<file path="src/rtl/pc_tx.sv">
// pc_tx: word FIFO feeding a UART 8N1 serialiser toward the FTDI USB bridge.
// Each 32-bit word goes out as four bytes, byte0 = word[7:0] first.
// Handshake: i_write_word_cmd is a one-cycle push strobe with no ready path.
// A push is accepted only when o_fifo_is_full_sig is low at that clock edge.
// A rejected push is reported by o_word_dropped in the following cycle.
module pc_tx #(
    parameter int CLKS_PER_BIT = 435,
    parameter int FIFO_ADDR_W  = 3
) (
    input  logic                 i_clock,
    input  logic                 i_reset_n,
    input  logic                 i_write_word_cmd,
    input  logic [31:0]          i_tx_word,
    output logic                 o_fifo_is_full_sig,
    output logic                 o_fifo_is_empty_sig,
    output logic [FIFO_ADDR_W:0] o_fifo_level,
    output logic                 o_word_dropped,
    output logic                 o_tx_serial,
    output logic                 o_tx_active,
    output logic                 o_word_sent,
    output logic [2:0]           o_dbg_state
);
    localparam int                   DEPTH      = 2**FIFO_ADDR_W;
    localparam logic [FIFO_ADDR_W:0] C_DEPTH    = {1'b1, {FIFO_ADDR_W{1'b0}}};
    localparam logic [15:0]          C_BAUD_MAX = 16'(CLKS_PER_BIT - 1);

    typedef enum logic [2:0] {
        S_IDLE  = 3'd0,
        S_LOAD  = 3'd1,
        S_START = 3'd2,
        S_DATA  = 3'd3,
        S_STOP  = 3'd4
    } state_t;

    // ---------------- word FIFO ----------------
    logic [31:0]            r_mem [DEPTH];
    logic [FIFO_ADDR_W-1:0] r_wr_ptr;
    logic [FIFO_ADDR_W-1:0] r_rd_ptr;
    logic [FIFO_ADDR_W:0]   r_level;
    logic                   r_full;
    logic                   r_empty;
    logic                   r_dropped;
    logic                   w_wr_en;
    logic                   w_pop;
    logic [FIFO_ADDR_W:0]   w_level_nxt;
    logic [31:0]            w_rd_data;

    // The full flag seen at the edge decides, even if a pop frees a slot on the same edge.
    assign w_wr_en   = i_write_word_cmd & ~r_full;
    assign w_rd_data = r_mem[r_rd_ptr];

    // Next word count from the accepted write and the pop.
    always_comb begin
        w_level_nxt = r_level;
        case ({w_wr_en, w_pop})
            2'b10:   w_level_nxt = r_level + 1'b1;
            2'b01:   w_level_nxt = r_level - 1'b1;
            default: w_level_nxt = r_level;
        endcase
    end

    // Storage array: no reset needed, the level and pointers say what is valid.
    always_ff @(posedge i_clock) begin
        if (w_wr_en) begin
            r_mem[r_wr_ptr] <= i_tx_word;
        end
    end

    // Pointers, level and registered flags.
    always_ff @(posedge i_clock or negedge i_reset_n) begin
        if (!i_reset_n) begin
            r_wr_ptr  <= '0;
            r_rd_ptr  <= '0;
            r_level   <= '0;
            r_full    <= 1'b0;
            r_empty   <= 1'b1;
            r_dropped <= 1'b0;
        end else begin
            if (w_wr_en) begin
                r_wr_ptr <= r_wr_ptr + 1'b1;
            end
            if (w_pop) begin
                r_rd_ptr <= r_rd_ptr + 1'b1;
            end
            r_level   <= w_level_nxt;
            r_full    <= (w_level_nxt == C_DEPTH);
            r_empty   <= (w_level_nxt == '0);
            r_dropped <= i_write_word_cmd & r_full;
        end
    end

    // ---------------- serialiser FSM ----------------
    state_t      r_state;
    state_t      w_state_nxt;
    logic [15:0] r_baud;
    logic [15:0] w_baud_nxt;
    logic [2:0]  r_bit_idx;
    logic [2:0]  w_bit_nxt;
    logic [1:0]  r_byte_idx;
    logic [1:0]  w_byte_nxt;
    logic [31:0] r_shift;
    logic [31:0] w_shift_nxt;
    logic        r_tx_serial;
    logic        w_serial_nxt;
    logic        r_word_sent;
    logic        w_sent_nxt;
    logic        w_baud_done;

    assign w_baud_done = (r_baud == C_BAUD_MAX);

    // State and datapath registers; the serial line is always a flop output.
    always_ff @(posedge i_clock or negedge i_reset_n) begin
        if (!i_reset_n) begin
            r_state     <= S_IDLE;
            r_baud      <= '0;
            r_bit_idx   <= '0;
            r_byte_idx  <= '0;
            r_shift     <= '0;
            r_tx_serial <= 1'b1;
            r_word_sent <= 1'b0;
        end else begin
            r_state     <= w_state_nxt;
            r_baud      <= w_baud_nxt;
            r_bit_idx   <= w_bit_nxt;
            r_byte_idx  <= w_byte_nxt;
            r_shift     <= w_shift_nxt;
            r_tx_serial <= w_serial_nxt;
            r_word_sent <= w_sent_nxt;
        end
    end

    // Next state and next datapath values. The shift register is consumed
    // LSB first, so after eight data bits the next byte sits in bits [7:0].
    always_comb begin
        w_state_nxt  = r_state;
        w_baud_nxt   = r_baud;
        w_bit_nxt    = r_bit_idx;
        w_byte_nxt   = r_byte_idx;
        w_shift_nxt  = r_shift;
        w_serial_nxt = r_tx_serial;
        w_sent_nxt   = 1'b0;
        w_pop        = 1'b0;
        case (r_state)
            S_IDLE: begin
                w_serial_nxt = 1'b1;
                if (!r_empty) begin
                    // The popped word is captured here so LOAD can start the frame.
                    w_pop       = 1'b1;
                    w_shift_nxt = w_rd_data;
                    w_state_nxt = S_LOAD;
                end
            end
            S_LOAD: begin
                w_byte_nxt   = 2'd0;
                w_bit_nxt    = 3'd0;
                w_baud_nxt   = '0;
                w_serial_nxt = 1'b0;
                w_state_nxt  = S_START;
            end
            S_START: begin
                if (w_baud_done) begin
                    w_baud_nxt   = '0;
                    w_bit_nxt    = 3'd0;
                    w_serial_nxt = r_shift[0];
                    w_shift_nxt  = {1'b0, r_shift[31:1]};
                    w_state_nxt  = S_DATA;
                end else begin
                    w_baud_nxt = r_baud + 16'd1;
                end
            end
            S_DATA: begin
                if (w_baud_done) begin
                    w_baud_nxt = '0;
                    if (r_bit_idx == 3'd7) begin
                        w_serial_nxt = 1'b1;
                        w_state_nxt  = S_STOP;
                    end else begin
                        w_bit_nxt    = r_bit_idx + 3'd1;
                        w_serial_nxt = r_shift[0];
                        w_shift_nxt  = {1'b0, r_shift[31:1]};
                    end
                end else begin
                    w_baud_nxt = r_baud + 16'd1;
                end
            end
            S_STOP: begin
                if (w_baud_done) begin
                    w_baud_nxt = '0;
                    if (r_byte_idx != 2'd3) begin
                        // Next byte of the same word follows with no idle gap.
                        w_byte_nxt   = r_byte_idx + 2'd1;
                        w_serial_nxt = 1'b0;
                        w_state_nxt  = S_START;
                    end else begin
                        w_sent_nxt  = 1'b1;
                        w_state_nxt = S_IDLE;
                    end
                end else begin
                    w_baud_nxt = r_baud + 16'd1;
                end
            end
            default: begin
                w_serial_nxt = 1'b1;
                w_state_nxt  = S_IDLE;
            end
        endcase
    end

    assign o_fifo_is_full_sig  = r_full;
    assign o_fifo_is_empty_sig = r_empty;
    assign o_fifo_level        = r_level;
    assign o_word_dropped      = r_dropped;
    assign o_tx_serial         = r_tx_serial;
    assign o_tx_active         = (r_state != S_IDLE);
    assign o_word_sent         = r_word_sent;
    assign o_dbg_state         = r_state;
endmodule

</file>
<file path="config.mk">
export PLATFORM = sky130hd
export DESIGN_NAME = pc_tx
export DESIGN_NICKNAME = d
export VERILOG_FILES = /design/src/rtl/pc_tx.sv
export SDC_FILE = /design/constraint.sdc
export NUM_CORES = 1
export LEC_CHECK = 0
export ABC_AREA = 1
export CAP_MARGIN = 30
export CORE_MARGIN = 4
export CORE_UTILIZATION = 63
export CTS_CLUSTER_SIZE = 14
export DETAILED_ROUTE_END_ITERATION = 12
export DONT_BUFFER_PORTS = 1
export GPL_TIMING_DRIVEN = 0
export HOLD_SLACK_MARGIN = 0.06
export MAX_ROUTING_LAYER = met4
export PLACE_DENSITY = 0.79
export REMOVE_ABC_BUFFERS = 1
export SLEW_MARGIN = 0
export SYNTH_ARGS = -nofsm -noshare
export SYNTH_HDL_FRONTEND = slang
export SYNTH_SLANG_ARGS = --single-unit
export TNS_END_PERCENT = 10
</file>
<file path="constraint.sdc">
create_clock -name i_clock -period 3.7 [get_ports i_clock]
set_input_delay 0.555 -clock i_clock [delete_from_list [all_inputs] [get_ports i_clock]]
set_output_delay 0.555 -clock i_clock [all_outputs]
set_load 0.02 [all_outputs]
</file>
==> out/qor.txt, run 1 <==
====================================================================================
Routed Antenna Nets                                                                0
Initial cell density of the core                                              64.24%
Max Fclk                                                                   306.8 MHz
List of cells traversed by the critical path                            inv_2, nor2_4, nor2_1, inv_2, nand2_1, inv_2, nand3_2, inv_4, o211ai_1, nand2_1
Main combinational cell family by area after synthesis                  simple AND/OR/NAND/NOR gates
Share of flip-flops with an asynchronous set or reset after synthesis         21.71%
First-pass GRT wire length                                              44,670 microns
Fin Clk Skew                                                              0.01806 ns
Count of different cell masters after synthesis                                   42
Power, Total                                                                 8664 uW
Filler cells                                                                   1,412
Met2 WL                                                                 14,220 microns
Setup repair after global routing missed its margin                            false
Prevailing post-synth register cell                                         edfxtp_1
Count of standard-cell rows                                                       53
Count of boundary I/O pins                                                        48
Worst min-delay path category                                           input port to flop
Vias per std cell                                                              6.010
Source-to-sink clock delay at the later pin of the worst-skew pair           0.51 ns
Number of buffer and inverter instances along the worst setup path                 4
Result of the run                                                       complete, no violations
Critical Path Source                                                    o_dbg_state[1]$_DFFE_PN0P_
Total track usage                                                             24.48%
Crit Reg-Reg Startpoint                                                 o_dbg_state[1]$_DFFE_PN0P_
Gpl congestion                                                                0.8735
Post-CTS Setup Repair Bufs                                                         0
Max Transition Viols Final                                                         0
Routed len/inst                                                         19.26 microns
Transition at the pin with the smallest max-transition slack                1.018 ns
P&R area growth vs syn                                                        11.31%
Top sig layer                                                                   met4
Post-Synth Adder-Cell Area                                                   0.8313%
Ant. Diodes                                                                        0
Startpoint class of the critical path                                           flop
CTS H-tree depth                                                                   2
Mapped Cells                                                                   1,166
Area fraction in compound gates after synthesis                               11.76%
Maximum clock path buffer count                                                    3
Slew headroom                                                                 32.10%
Worst vdd rail ir drop                                                   0.0004546 V
Clock transition at the registers of the reported paths                      0.06 ns
Clock Sinks                                                                      327
Delay contributed by the slowest stage of the critical path                  0.65 ns
Post-Synth Simple-Gate Area                                                   12.43%
Number of buffers added on ports                                                   0
CTS tree                                                                       built
Startpoint of the most critical hold path                               i_tx_word[0]
Aggregate routed wire length                                            28,020 microns
Grt ovf                                                                            0
Final hold vios                                                                    0
Top Family by Delay on Critical Path                                    simple AND/OR/NAND/NOR gates
Count of state elements after synthesis                                          327
Crit path capture type                                                          flop
Met3 wire len                                                           2080 microns
Vias in the first global route                                                 8,682
Full die area                                                           0.02391 sq mm
Number of antenna violations at the first check in global routing                  0
Total non-filler cell area in the finished layout                       0.01508 sq mm
Post-route fraction of the period consumed by the critical path               88.09%
Areal power density over the cells                                      574.6 mW/mm^2
Setup Viol. Count Final                                                            0
Drc violations                                                                     0
Multiplexer share of the synthesized area                                    0.6650%
Netlist area before placement                                           0.01355 sq mm
Placement Cell Area                                                     0.01398 sq mm
Worst path slowest cell                                                       nor2_4
Max-cap viol count                                                                 0
Area of the core                                                        0.02109 sq mm
Layout cells sized above 1                                                    9.068%
Most frequent cell on the critical path                                        inv_2
Total via count after detailed routing                                         8,745
Worst EP arrival                                                             3.70 ns
Max FO, Critical Path                                                             34
Number of DRC violations after detailed-routing iteration 0                      831
Post-Syn Area per Cell                                                   11.62 sq um
Worst Path Class, Setup                                                 flop to flop
Post-synthesis share of cell area spent on xor and xnor gates                0.6465%
Number of iterations in the first detailed-routing pass                            5
Floorplan die width                                                     154.6 microns
P_leak                                                                   0.005491 uW
Detailed-route wire length on metal 1                                   10,990 microns
Min Clock Period, post-route                                                3.259 ns
HPWL Detailed                                                           16,260 microns
Required time at the endpoint of the critical path                           4.14 ns
Number of buffers inserted during clock tree synthesis                            34
Height of the die                                                       154.6 microns
Share of the yosys chip area belonging to registers                           69.88%
Largest net degree at the start of global routing                                 80
Warning count from the yosys run                                                   0
Cell at the root of the clock tree                                         clkbuf_16
Post-synth EDFFs                                                                 256
Total Nets Final                                                               1,200
====================================================================================
-- report_power, final --
part | switching [uW] | internal, uW | total, uW
combinational | 577 | 243 | 820
clock | 1330 | 1900 | 3220
sequential | 162 | 4460 | 4620
total | 2070 | 6600 | 8660
-- kinds of logic after synthesis --
| family | count (synthesis) |
|---|---|
| AO/OA/AOI/OAI | 280 |
| multiplexers | 9 |
| flip-flops | 327 |
| buffers and inverters | 120 |
| adder cells (fa/ha/maj) | 9 |
| AND/OR/NAND/NOR | 411 |
| XOR/XNOR | 10 |
-- Yosys cell counts (2+ instances only) --
| cell | n | area (sq um) |
|---|---|---|
| o21ai_0 | 168 | 840.8 |
| o22ai_1 | 51 | 319.1 |
| o21ai_1 | 12 | 60.06 |
| buf_6 | 4 | 45.04 |
| buf_4 | 2 | 15.01 |
| clkbuf_1 | 31 | 116.4 |
| o211ai_2 | 2 | 25.02 |
| dfrtp_1 | 69 | 1727 |
| mux2i_1 | 9 | 90.09 |
| nand2_1 | 166 | 623.1 |
| nor4_1 | 2 | 12.51 |
| edfxtp_1 | 256 | 7687 |
| or2_2 | 3 | 18.77 |
| ha_1 | 9 | 112.6 |
| xnor2_1 | 2 | 17.52 |
| nor2_2 | 4 | 25.02 |
| inv_2 | 8 | 30.03 |
| inv_1 | 50 | 187.7 |
| a21oi_1 | 10 | 50.05 |
| nor3_1 | 19 | 95.09 |
| o221ai_1 | 7 | 61.31 |
| buf_2 | 19 | 95.09 |
| nor2_1 | 177 | 664.4 |
| nand4_1 | 9 | 56.30 |
| o21ai_2 | 6 | 52.55 |
| o211ai_1 | 20 | 150.1 |
| buf_1 | 4 | 15.01 |
| nor2_4 | 2 | 22.52 |
| dfstp_2 | 2 | 52.55 |
| xor2_1 | 8 | 70.07 |
| nand3_1 | 23 | 115.1 |
| nand3_2 | 2 | 20.02 |
-- flip-flops by register name (all words and copies together), names as in the netlist --
| signal | cells |
|---|---|
| r_mem | 256 |
| o_fifo_level | 4 |
| r_rd_ptr | 3 |
| r_byte_idx | 2 |
| o_dbg_state | 3 |
| o_word_dropped | 1 |
| o_tx_serial | 1 |
| r_wr_ptr | 3 |
| o_fifo_is_full_sig | 1 |
| o_word_sent | 1 |
| o_fifo_is_empty_sig | 1 |
| r_baud | 16 |
| r_shift | 32 |
| r_bit_idx | 3 |
-- placed cells by master, fill, tap and decap left out, types with 7 or more instances in the layout --
master and count:
nor2_1 169, nor2_4 10, nand2_1 166, clkinv_2 8
mux2i_1 9, o221ai_1 7, nor3_1 19, nand4_1 9
clkbuf_16 35, o211ai_1 20, buf_16 8, xor2_1 8
o22ai_1 51, nand3_1 23, edfxtp_1 256, o21ai_0 168
a21oi_1 10, inv_2 8, o21ai_1 12, dfrtp_1 67
ha_1 9, inv_1 48
-- metrics by stage --
step,cells,utilization [%],worst slack (ns),hold WS (ns),TNS [ns]
2_1_floorplan,1105,-,-1.206,0.2594,-38.31
4_1_cts,1455,71.50,0.2659,0.1252,0
3_3_place_gp,1380,64.49,-4.695,0.2618,-253.75
6_report,1455,71.51,0.4405,0.1373,0
3_5_place_dp,1393,66.30,0.2839,0.2619,0
5_1_grt,1455,71.51,0.1746,0.1210,0
-- area by class of cell --
class,count,area (sq um),share of cell area (%)
Clock inverter,18,146.4,0.9708
Sequential cell,327,9472,62.81
Clock buffer,42,912.1,6.049
Timing Repair Buffer,15,350.3,2.323
Inverter,59,227.7,1.510
Multi-Input combinational cell,719,3627,24.05
Tap cell,275,344.1,2.282
-- path summary, 6_finish.rpt --
| check | endpoint | slack, ns | depth (start not counted) |
|---|---|---|---|
| setup reg to reg | r_shift[22]$_DFFE_PN0P_ | 0.44 | 10 |
| hold reg to reg | r_shift[12]$_DFFE_PN0P_ | 0.49 | 2 |
| max in group asynchronous | r_shift[14]$_DFFE_PN0P_ | 2.78 | 2 |
| hold / removal | r_mem[3][0]$_DFFE_PP_ | 0.14 | 0 |
| min in group asynchronous | r_baud[0]$_DFFE_PN0P_ | 0.58 | 2 |
| setup / recovery | r_shift[22]$_DFFE_PN0P_ | 0.44 | 10 |
-- timing repair --
item                                   in CTS  in global routing
endpoints found under the hold margin      71                  0
hold buffers                                2                  0
gates resized for setup                     0                  2
setup endpoints to repair                   0                 11
-- worst register-to-register path: cells and delay by family (launching register included) --
family / cells / cell delay, ns
DFF: 1 / 0.56
and+or+nand+nor: 5 / 1.52
AOI/OAI and AO/OA: 1 / 0.19
buffers and inverters: 4 / 0.91
-- per-layer routing --
metal	global-route usage, %	vias to the layer above
met4	8.999	0
met3	5.036	69
met1	30.32	4234
met2	40.39	314
li1	-	4128
met5	-	-
No activity file was read; power rests on OpenSTA's default activity.
==> inputs of run 2 (changes only) <==
Settings changed: CAP_MARGIN 30 to default, CORE_MARGIN 4 to 3.
Clock period 3.7 ns to 3.43 ns, I/O delays scaled along.
==> run 2 against run 1 <==
Sequential power grew 8.0%; non-clock buffer count grew 34; critical path depth is the same; total power grew 7.1%; flip-flop and latch count is the same; final area grew 1.7%; critical endpoint unchanged.
==> out/qor.txt, run 2 (synthesis results as in run 1) <==
=================================================================================
Layout cells sized above 1                                                 8.753%   -0.31 points
Worst EP arrival                                                          3.55 ns   -0.15 ns
P_leak                                                                0.005592 uW   +1.8%
Min Clock Period, post-route                                             3.069 ns   -0.1903 ns
Maximum clock path buffer count                                                 3   unchanged
Source-to-sink clock delay at the later pin of the worst-skew pair        0.55 ns   +0.04 ns
Routed len/inst                                                      19.20 microns   -0.29%
Final non-filler cell total                                                 1,486   +2.1%
Number of DRC violations after detailed-routing iteration 0                   859   +3.4%
Setup Viol. Count Final                                                         0   unchanged
Initial cell density of the core                                           64.24%   unchanged
Max Fclk                                                                325.8 MHz   +6.2%
Area of the core                                                     0.02109 sq mm   unchanged
P&R area growth vs syn                                                     13.24%
Startpoint of the most critical hold path                            i_write_word_cmd
Final hold vios                                                                 0   unchanged
Placed cell count                                                           1,392   -0.072%
Number of buffers added on ports                                                0   unchanged
Hold Crit Endpoint                                                   r_wr_ptr[0]$_DFFE_PN0P_
Placement Cell Area                                                  0.01394 sq mm   -0.30%
Worst Path Class, Setup                                              flop to flop
Total non-filler cell area in the finished layout                    0.01534 sq mm   +1.7%
Total via count after detailed routing                                      8,937   +2.2%
Number of antenna violations at the first check in global routing               0   unchanged
Vias in the first global route                                              8,776   +1.1%
Crit Reg-Reg Startpoint                                              o_dbg_state[1]$_DFFE_PN0P_
Count of boundary I/O pins                                                     48   unchanged
Internal reg-to-reg setup slack                                           0.36 ns   -0.08 ns
Commonest non-fill, non-tap cell in the layout                           edfxtp_1
Startpoint class of the critical path                                        flop
Cell at the root of the clock tree                                      clkbuf_16
HPWL Detailed                                                        15,970 microns   -1.8%
Filler cells                                                                1,366   -3.3%
Max Transition Viols Final                                                      0   unchanged
Max-cap viol count                                                              0   unchanged
Largest net degree at the start of global routing                              89   +11%
Result of the run                                                    complete, no violations
Hold path depth                                                                 3   +3
Total Nets Final                                                            1,232   +2.7%
Clock Sinks                                                                   327   unchanged
Most frequent cells in the layout                                    edfxtp_1 (256), nor2_1 (169), o21ai_0 (168)
Number of buffers inserted during clock tree synthesis                         31   -8.8%
Count of standard-cell rows                                                    53   unchanged
Routed Antenna Nets                                                             0   unchanged
Path depth of the worst reg2reg path                                           10   unchanged
Areal power density over the cells                                   604.9 mW/mm^2   +5.3%
First-pass GRT wire length                                           45,060 microns   +0.88%
Post-route fraction of the period consumed by the critical path            89.48%   +1.4 points
Number of iterations in the first detailed-routing pass                         5   unchanged
Fin Clk Skew                                                           0.02134 ns   +0.003280 ns
Crit path capture type                                                       flop
Total track usage                                                          24.78%   +0.29 points
Transition at the pin with the smallest max-transition slack             1.161 ns   +0.1422 ns
Max FFs per register                                                          256   unchanged
Full die area                                                        0.02330 sq mm   -2.6%
Gpl congestion                                                             0.8536   -2.3%
Post-CTS Setup Repair Bufs                                                      0   unchanged
Register bank with the most flops                                           r_mem
Drc violations                                                                  0   unchanged
Setup repair after global routing missed its margin                         false
Floorplan die width                                                  152.6 microns   -1.3%
Required time at the endpoint of the critical path                        3.91 ns   -0.23 ns
Height of the die                                                    152.6 microns   -1.3%
Core utilization of the finished layout                                    72.75%   +1.2 points
Max FO, Critical Path                                                          34   unchanged
Total negative setup slack                                                   0 ns   unchanged
Ant. Diodes                                                                     0   unchanged
Worst vdd rail ir drop                                                0.0004793 V   +5.4%
Worst min-delay path category                                        input port to flop
Vias per std cell                                                           6.014   about the same
Leading registers by flop count                                      r_mem (256), r_shift (32), r_baud (16)
CTS tree                                                                    built
Slew headroom                                                              22.54%   -9.6 points
Grt ovf                                                                         0   unchanged
Reg-to-reg endpoint                                                  r_shift[22]$_DFFE_PN0P_
Aggregate routed wire length                                         28,530 microns   +1.8%
CTS H-tree depth                                                                1   -1
Clock transition at the registers of the reported paths                   0.06 ns   about the same
=================================================================================
## run 2: cell types whose count changed in the layout (fill, tap and decap cells not counted), sizes merged
| cell | before | now |
|---|---|---|
| buf | 14 | 13 |
| clkinv | 15 | 11 |
| clkbuf | 42 | 41 |
| clkinvlp | 0 | 1 |
| dlygate4sd3 | 1 | 36 |
| inv | 60 | 59 |
| bufinv | 2 | 3 |
| nor2 | 183 | 184 |
## run 2: worst max path at each step
stage	end	from	slack, ns	cells after the start
after floorplan	r_shift[0]$_DFFE_PN0P_	r_rd_ptr[0]$_DFFE_PN0P_	-1.48	7
after global placement	r_shift[25]$_DFFE_PN0P_	r_rd_ptr[0]$_DFFE_PN0P_	-4.97	7
after detailed placement	r_shift[22]$_DFFE_PN0P_	o_dbg_state[1]$_DFFE_PN0P_	-0.05	10
after CTS	r_shift[22]$_DFFE_PN0P_	o_dbg_state[1]$_DFFE_PN0P_	0.13	10
after global routing	r_shift[22]$_DFFE_PN0P_	o_dbg_state[1]$_DFFE_PN0P_	0.09	10
final	r_shift[22]$_DFFE_PN0P_	o_dbg_state[1]$_DFFE_PN0P_	0.36	10
## run 2: per-stage QoR
step	setup slack [ns]	hold slack (ns)	total power [uW]
2_1_floorplan	-1.476	0.2189	5519
3_3_place_gp	-4.971	0.2223	5771
3_5_place_dp	-0.05490	0.2218	5919
4_1_cts	0.1264	0.06003	9307
5_1_grt	0.08695	0.2806	9594
6_report	0.3608	0.2702	9279
## run 2: area by class of cell
type / count / area, sq um / share of cell area (%)
well taps: 275 / 344.1 / 2.243
repair buffers: 49 / 658.1 / 4.290
clock buffers: 41 / 853.3 / 5.562
flip-flops and latches: 327 / 9472 / 61.74
clock inverters: 15 / 152.6 / 0.9950
multi-input cells: 720 / 3633 / 23.68
inverters: 59 / 227.7 / 1.484
## run 2: repair_timing
| item | 4_1_cts | 5_1_grt |
|---|---|---|
| endpoints found under the setup margin | 12 | 23 |
| hold buffers | 35 | 2 |
| pin swaps | 0 | 1 |
| gates resized for setup | 1 | 0 |
| endpoints found under the hold margin | 322 | 6 |
| cloned | 0 | 1 |
## run 2: power by group
group	switching, uW	internal, uW
Combinational	660	284
Sequential	185	4810
Clock	1380	1960
Total	2220	7060
## run 2: routing by layer
layer / vias up / global-route usage, % / wire length (microns)
met5: - / - / 0
met3: 62 / 3.295 / 1903
met2: 330 / 41.22 / 14490
li1: 4196 / - / -
met4: 0 / 8.358 / 575
met1: 4349 / 32.03 / 11570
## run 2: critical path, cell delays in order (launching register included)
cell      delay (ns)
dfrtp_1         0.54
inv_2           0.20
nor2_4          0.44
nor2_1          0.11
inv_2           0.09
nand2_1         0.06
inv_2           0.05
nand3_2         0.58
inv_4           0.61
o211ai_1        0.20
nand2_1         0.11
==> inputs of run 3 (changes only) <==
Settings changed: ABC_AREA 1 to default, PLACE_DENSITY 0.79 to 0.84.
==> run 3 against run 2 <==
Routed wire length is 3.5% higher; critical path depth shrank 2; setup slack got worse by 0.19 ns; final cell count decreased by 20%; first-iteration DRC count shrank 14%; global-route usage increased by 0.89 points; sequential power grew 15%; worst hold slack worse by 0.19 ns; die area is 0.41% lower; critical path type unchanged; largest cell class unchanged; largest power group unchanged; highest routed layer unchanged.
==> out/qor.txt, run 3 <==
====================================================================================
Max Transition Viols Final                                                         0   unchanged
Count of state elements after synthesis                                          327   unchanged
Post-Synth Simple-Gate Area                                                   5.408%   -7.0 points
Most frequent cells in the layout                                       edfxtp_1 (256), mux2_2 (156), o22ai_1 (68)
Initial cell density of the core                                              65.40%   +1.2 points
Share of flip-flops with an asynchronous set or reset after synthesis         21.71%   unchanged
Result of the run                                                       complete, no violations
Clock Sinks                                                                      327   unchanged
CTS tree                                                                       built
Netlist area before placement                                           0.01349 sq mm   -0.42%
Area fraction in compound gates after synthesis                               7.662%   -4.1 points
Areal power density over the cells                                      843.0 mW/mm^2   +39%
Layout cells sized above 1                                                    26.88%   +18 points
Number of antenna violations at the first check in global routing                  0   unchanged
First-pass GRT wire length                                              45,670 microns   +1.3%
Mapped Cells                                                                     859   -26%
Slew headroom                                                                 31.34%   +8.8 points
Max FO, Critical Path                                                             24   -29%
Grt ovf                                                                            0   unchanged
Worst vdd rail ir drop                                                   0.0007545 V   +57%
P_leak                                                                   0.005319 uW   -4.9%
Top Family by Delay on Critical Path                                    simple AND/OR/NAND/NOR gates
Post-synth EDFFs                                                                 256   unchanged
Final non-filler cell total                                                    1,189   -20%
Worst min-delay path category                                           input port to flop
Worst Path Class, Setup                                                 flop to flop
CTS H-tree depth                                                                   1   unchanged
Warning count from the yosys run                                                   0   unchanged
Cell at the root of the clock tree                                         clkbuf_16
Ant. Diodes                                                                        0   unchanged
Post-Syn Area per Cell                                                   15.70 sq um   +35%
Startpoint class of the critical path                                           flop
Final hold vios                                                                    0   unchanged
Required time at the endpoint of the critical path                           3.87 ns   -0.04 ns
Full die area                                                           0.02320 sq mm   -0.41%
Crit path capture type                                                          flop
Height of the die                                                       152.3 microns   -0.21%
Post-synthesis share of cell area spent on xor and xnor gates                0.4545%   -0.19 points
Max Fclk                                                                   306.9 MHz   -5.8%
Clock transition at the registers of the reported paths                      0.06 ns   about the same
Register bank with the most flops                                              r_mem
Dominant cell by count in the synthesized netlist                           edfxtp_1
Total track usage                                                             25.67%   +0.89 points
Commonest non-fill, non-tap cell in the layout                              edfxtp_1
Top cells by count, synth                                               edfxtp_1 (256), mux2_2 (156), dfrtp_1 (69)
Setup slack after layout                                                   0.1718 ns   -0.1890 ns
Share of the yosys chip area belonging to registers                           70.18%   +0.30 points
Total via count after detailed routing                                         7,921   -11%
Vias per std cell                                                              6.662   +11%
Number of buffers added on ports                                                   0   unchanged
Area of the core                                                        0.02062 sq mm   -2.2%
Post-Synth Adder-Cell Area                                                   0.8348%   +0.0035 points
Prevailing post-synth register cell                                         edfxtp_1
Count of different cell masters after synthesis                                   57   +36%
Setup repair after global routing missed its margin                            false
Total Nets Final                                                                 939   -24%
Source-to-sink clock delay at the later pin of the worst-skew pair           0.57 ns   +0.02 ns
Count of boundary I/O pins                                                        48   unchanged
Min Clock Period, post-route                                                3.258 ns   +0.1890 ns
Worst EP arrival                                                             3.70 ns   +0.15 ns
Placed cell count                                                              1,097   -21%
Aggregate routed wire length                                            29,520 microns   +3.5%
Leading registers by flop count                                         r_mem (256), r_shift (32), r_baud (16)
HPWL Detailed                                                           16,150 microns   +1.1%
Post-route fraction of the period consumed by the critical path               94.99%   +5.5 points
Max-cap viol count                                                                 0   unchanged
Count of standard-cell rows                                                       52   -1.9%
Floorplan die width                                                     152.3 microns   -0.21%
Max FFs per register                                                             256   unchanged
Maximum clock path buffer count                                                    3   unchanged
Main combinational cell family by area after synthesis                  multiplexers
Power, Total                                                               12,960 uW   +40%
Number of iterations in the first detailed-routing pass                            6   +1
Routed Antenna Nets                                                                0   unchanged
Post-place setup slack                                                    -0.2749 ns   -0.2200 ns
P&R area growth vs syn                                                        13.96%
Setup Viol. Count Final                                                            0   unchanged
List of cells traversed by the critical path                            inv_1, ha_1, or4b_1, or4_1, a211oi_4, buf_8, buf_16, mux2_2
Worst path slowest cell                                                        or4_1
Vias in the first global route                                                 8,150   -7.1%
Number of buffers inserted during clock tree synthesis                            31   unchanged
Synth top area share                                                          56.99%   +0.24 points
Area leader, netlist                                                        edfxtp_1
Gpl congestion                                                                0.8621   +1.0%
Drc violations                                                                     0   unchanged
Largest net degree at the start of global routing                                 72   -19%
Ranking of synthesized cells by area                                    edfxtp_1 (57%), mux2_2 (13%), dfrtp_1 (13%)
Fin Clk Skew                                                              0.01561 ns   -0.005727 ns
Multiplexer share of the synthesized area                                     13.59%   +13 points
Number of DRC violations after detailed-routing iteration 0                      739   -14%
Routed len/inst                                                         24.83 microns   +29%
Delay contributed by the slowest stage of the critical path                  0.90 ns   +0.29 ns
Number of buffer and inverter instances along the worst setup path                 3   -1
Total negative setup slack                                                      0 ns   unchanged
Transition at the pin with the smallest max-transition slack                1.028 ns   -0.1329 ns
====================================================================================
## run 3: changes by cell type in the layout (fill, tap and decap cells not counted), sizes merged, moves of 19 or more
cell	previous run	this run
nand2	167	59
mux2	0	157
o211ai	22	3
inv	59	11
o31ai	1	32
nor2	184	8
o21ai	186	8
## run 3: what timing repair did
item	4_1_cts	5_1_grt
setup endpoints to repair	21	2
setup buffers	1	0
pin swaps	1	0
hold buffers	34	0
hold endpoints to repair	327	0
gates resized for setup	0	3
gates cloned	0	0
## run 3: routing by layer
metal	part of all wire (%)	global-route usage, %
met1	39	32.39
met2	52	43.27
met3	6.5	3.635
met4	3.2	8.861
met5	0	-
## run 3: through the flow
stage / hold WS [ns] / utilization (%) / area (sq um)
detailed placement: 0.2234 / 67.87 / 14000
floorplan: 0.2189 / - / 13280
global route: 0.08422 / 74.53 / 15370
finish: 0.08070 / 74.53 / 15370
global placement: 0.2234 / 66.03 / 13620
CTS: 0.06453 / 74.48 / 15360
## run 3: cells by family after synthesis
logic type                 Yosys count
xor gates and xnor gates             7
DFF                                327
adders and majority gates            9
buffers and inverters               61
muxes                              161
and+or+nand+nor                    141
AOI/OAI and AO/OA                  153
## run 3: final timing paths
path                                                 from                            end  slack (ns)  cells after the start
worst min-delay path                     i_write_word_cmd       o_word_dropped$_DFF_PN0_        0.08                      1
max in group asynchronous                       i_reset_n  o_fifo_is_empty_sig$_DFF_PN1_        2.54                      2
worst max register to register      r_baud[0]$_DFFE_PN0P_        r_shift[17]$_DFFE_PN0P_        0.17                      8
min in group asynchronous                       i_reset_n         r_shift[3]$_DFFE_PN0P_        0.53                      2
worst max-delay path                r_baud[0]$_DFFE_PN0P_        r_shift[17]$_DFFE_PN0P_        0.17                      8
worst min register to register  r_byte_idx[0]$_DFFE_PN0P_      r_byte_idx[0]$_DFFE_PN0P_        0.50                      1
## run 3: final cells by class
| type | instances | area [sq um] |
|---|---|---|
| clock inverters | 14 | 158.9 |
| well taps | 270 | 337.8 |
| inverters | 12 | 45.04 |
| multi-input cells | 471 | 3849 |
| clock buffers | 43 | 840.8 |
| repair buffers | 52 | 669.4 |
| flip-flops and latches | 327 | 9472 |
| fillers | 1119 | 5253 |
## run 3: worst reg2reg max path: stages (launching register included)
cell	delay, ns
dfrtp_1	0.44
inv_1	0.08
ha_1	0.14
or4b_1	0.45
or4_1	0.90
a211oi_4	0.41
buf_8	0.20
buf_16	0.17
mux2_2	0.35
## run 3: where the power goes
part | total, uW | internal (uW) | switching, uW
sequential | 5730 | 5100 | 631
combinational | 3860 | 1780 | 2090
clock | 3370 | 1940 | 1430
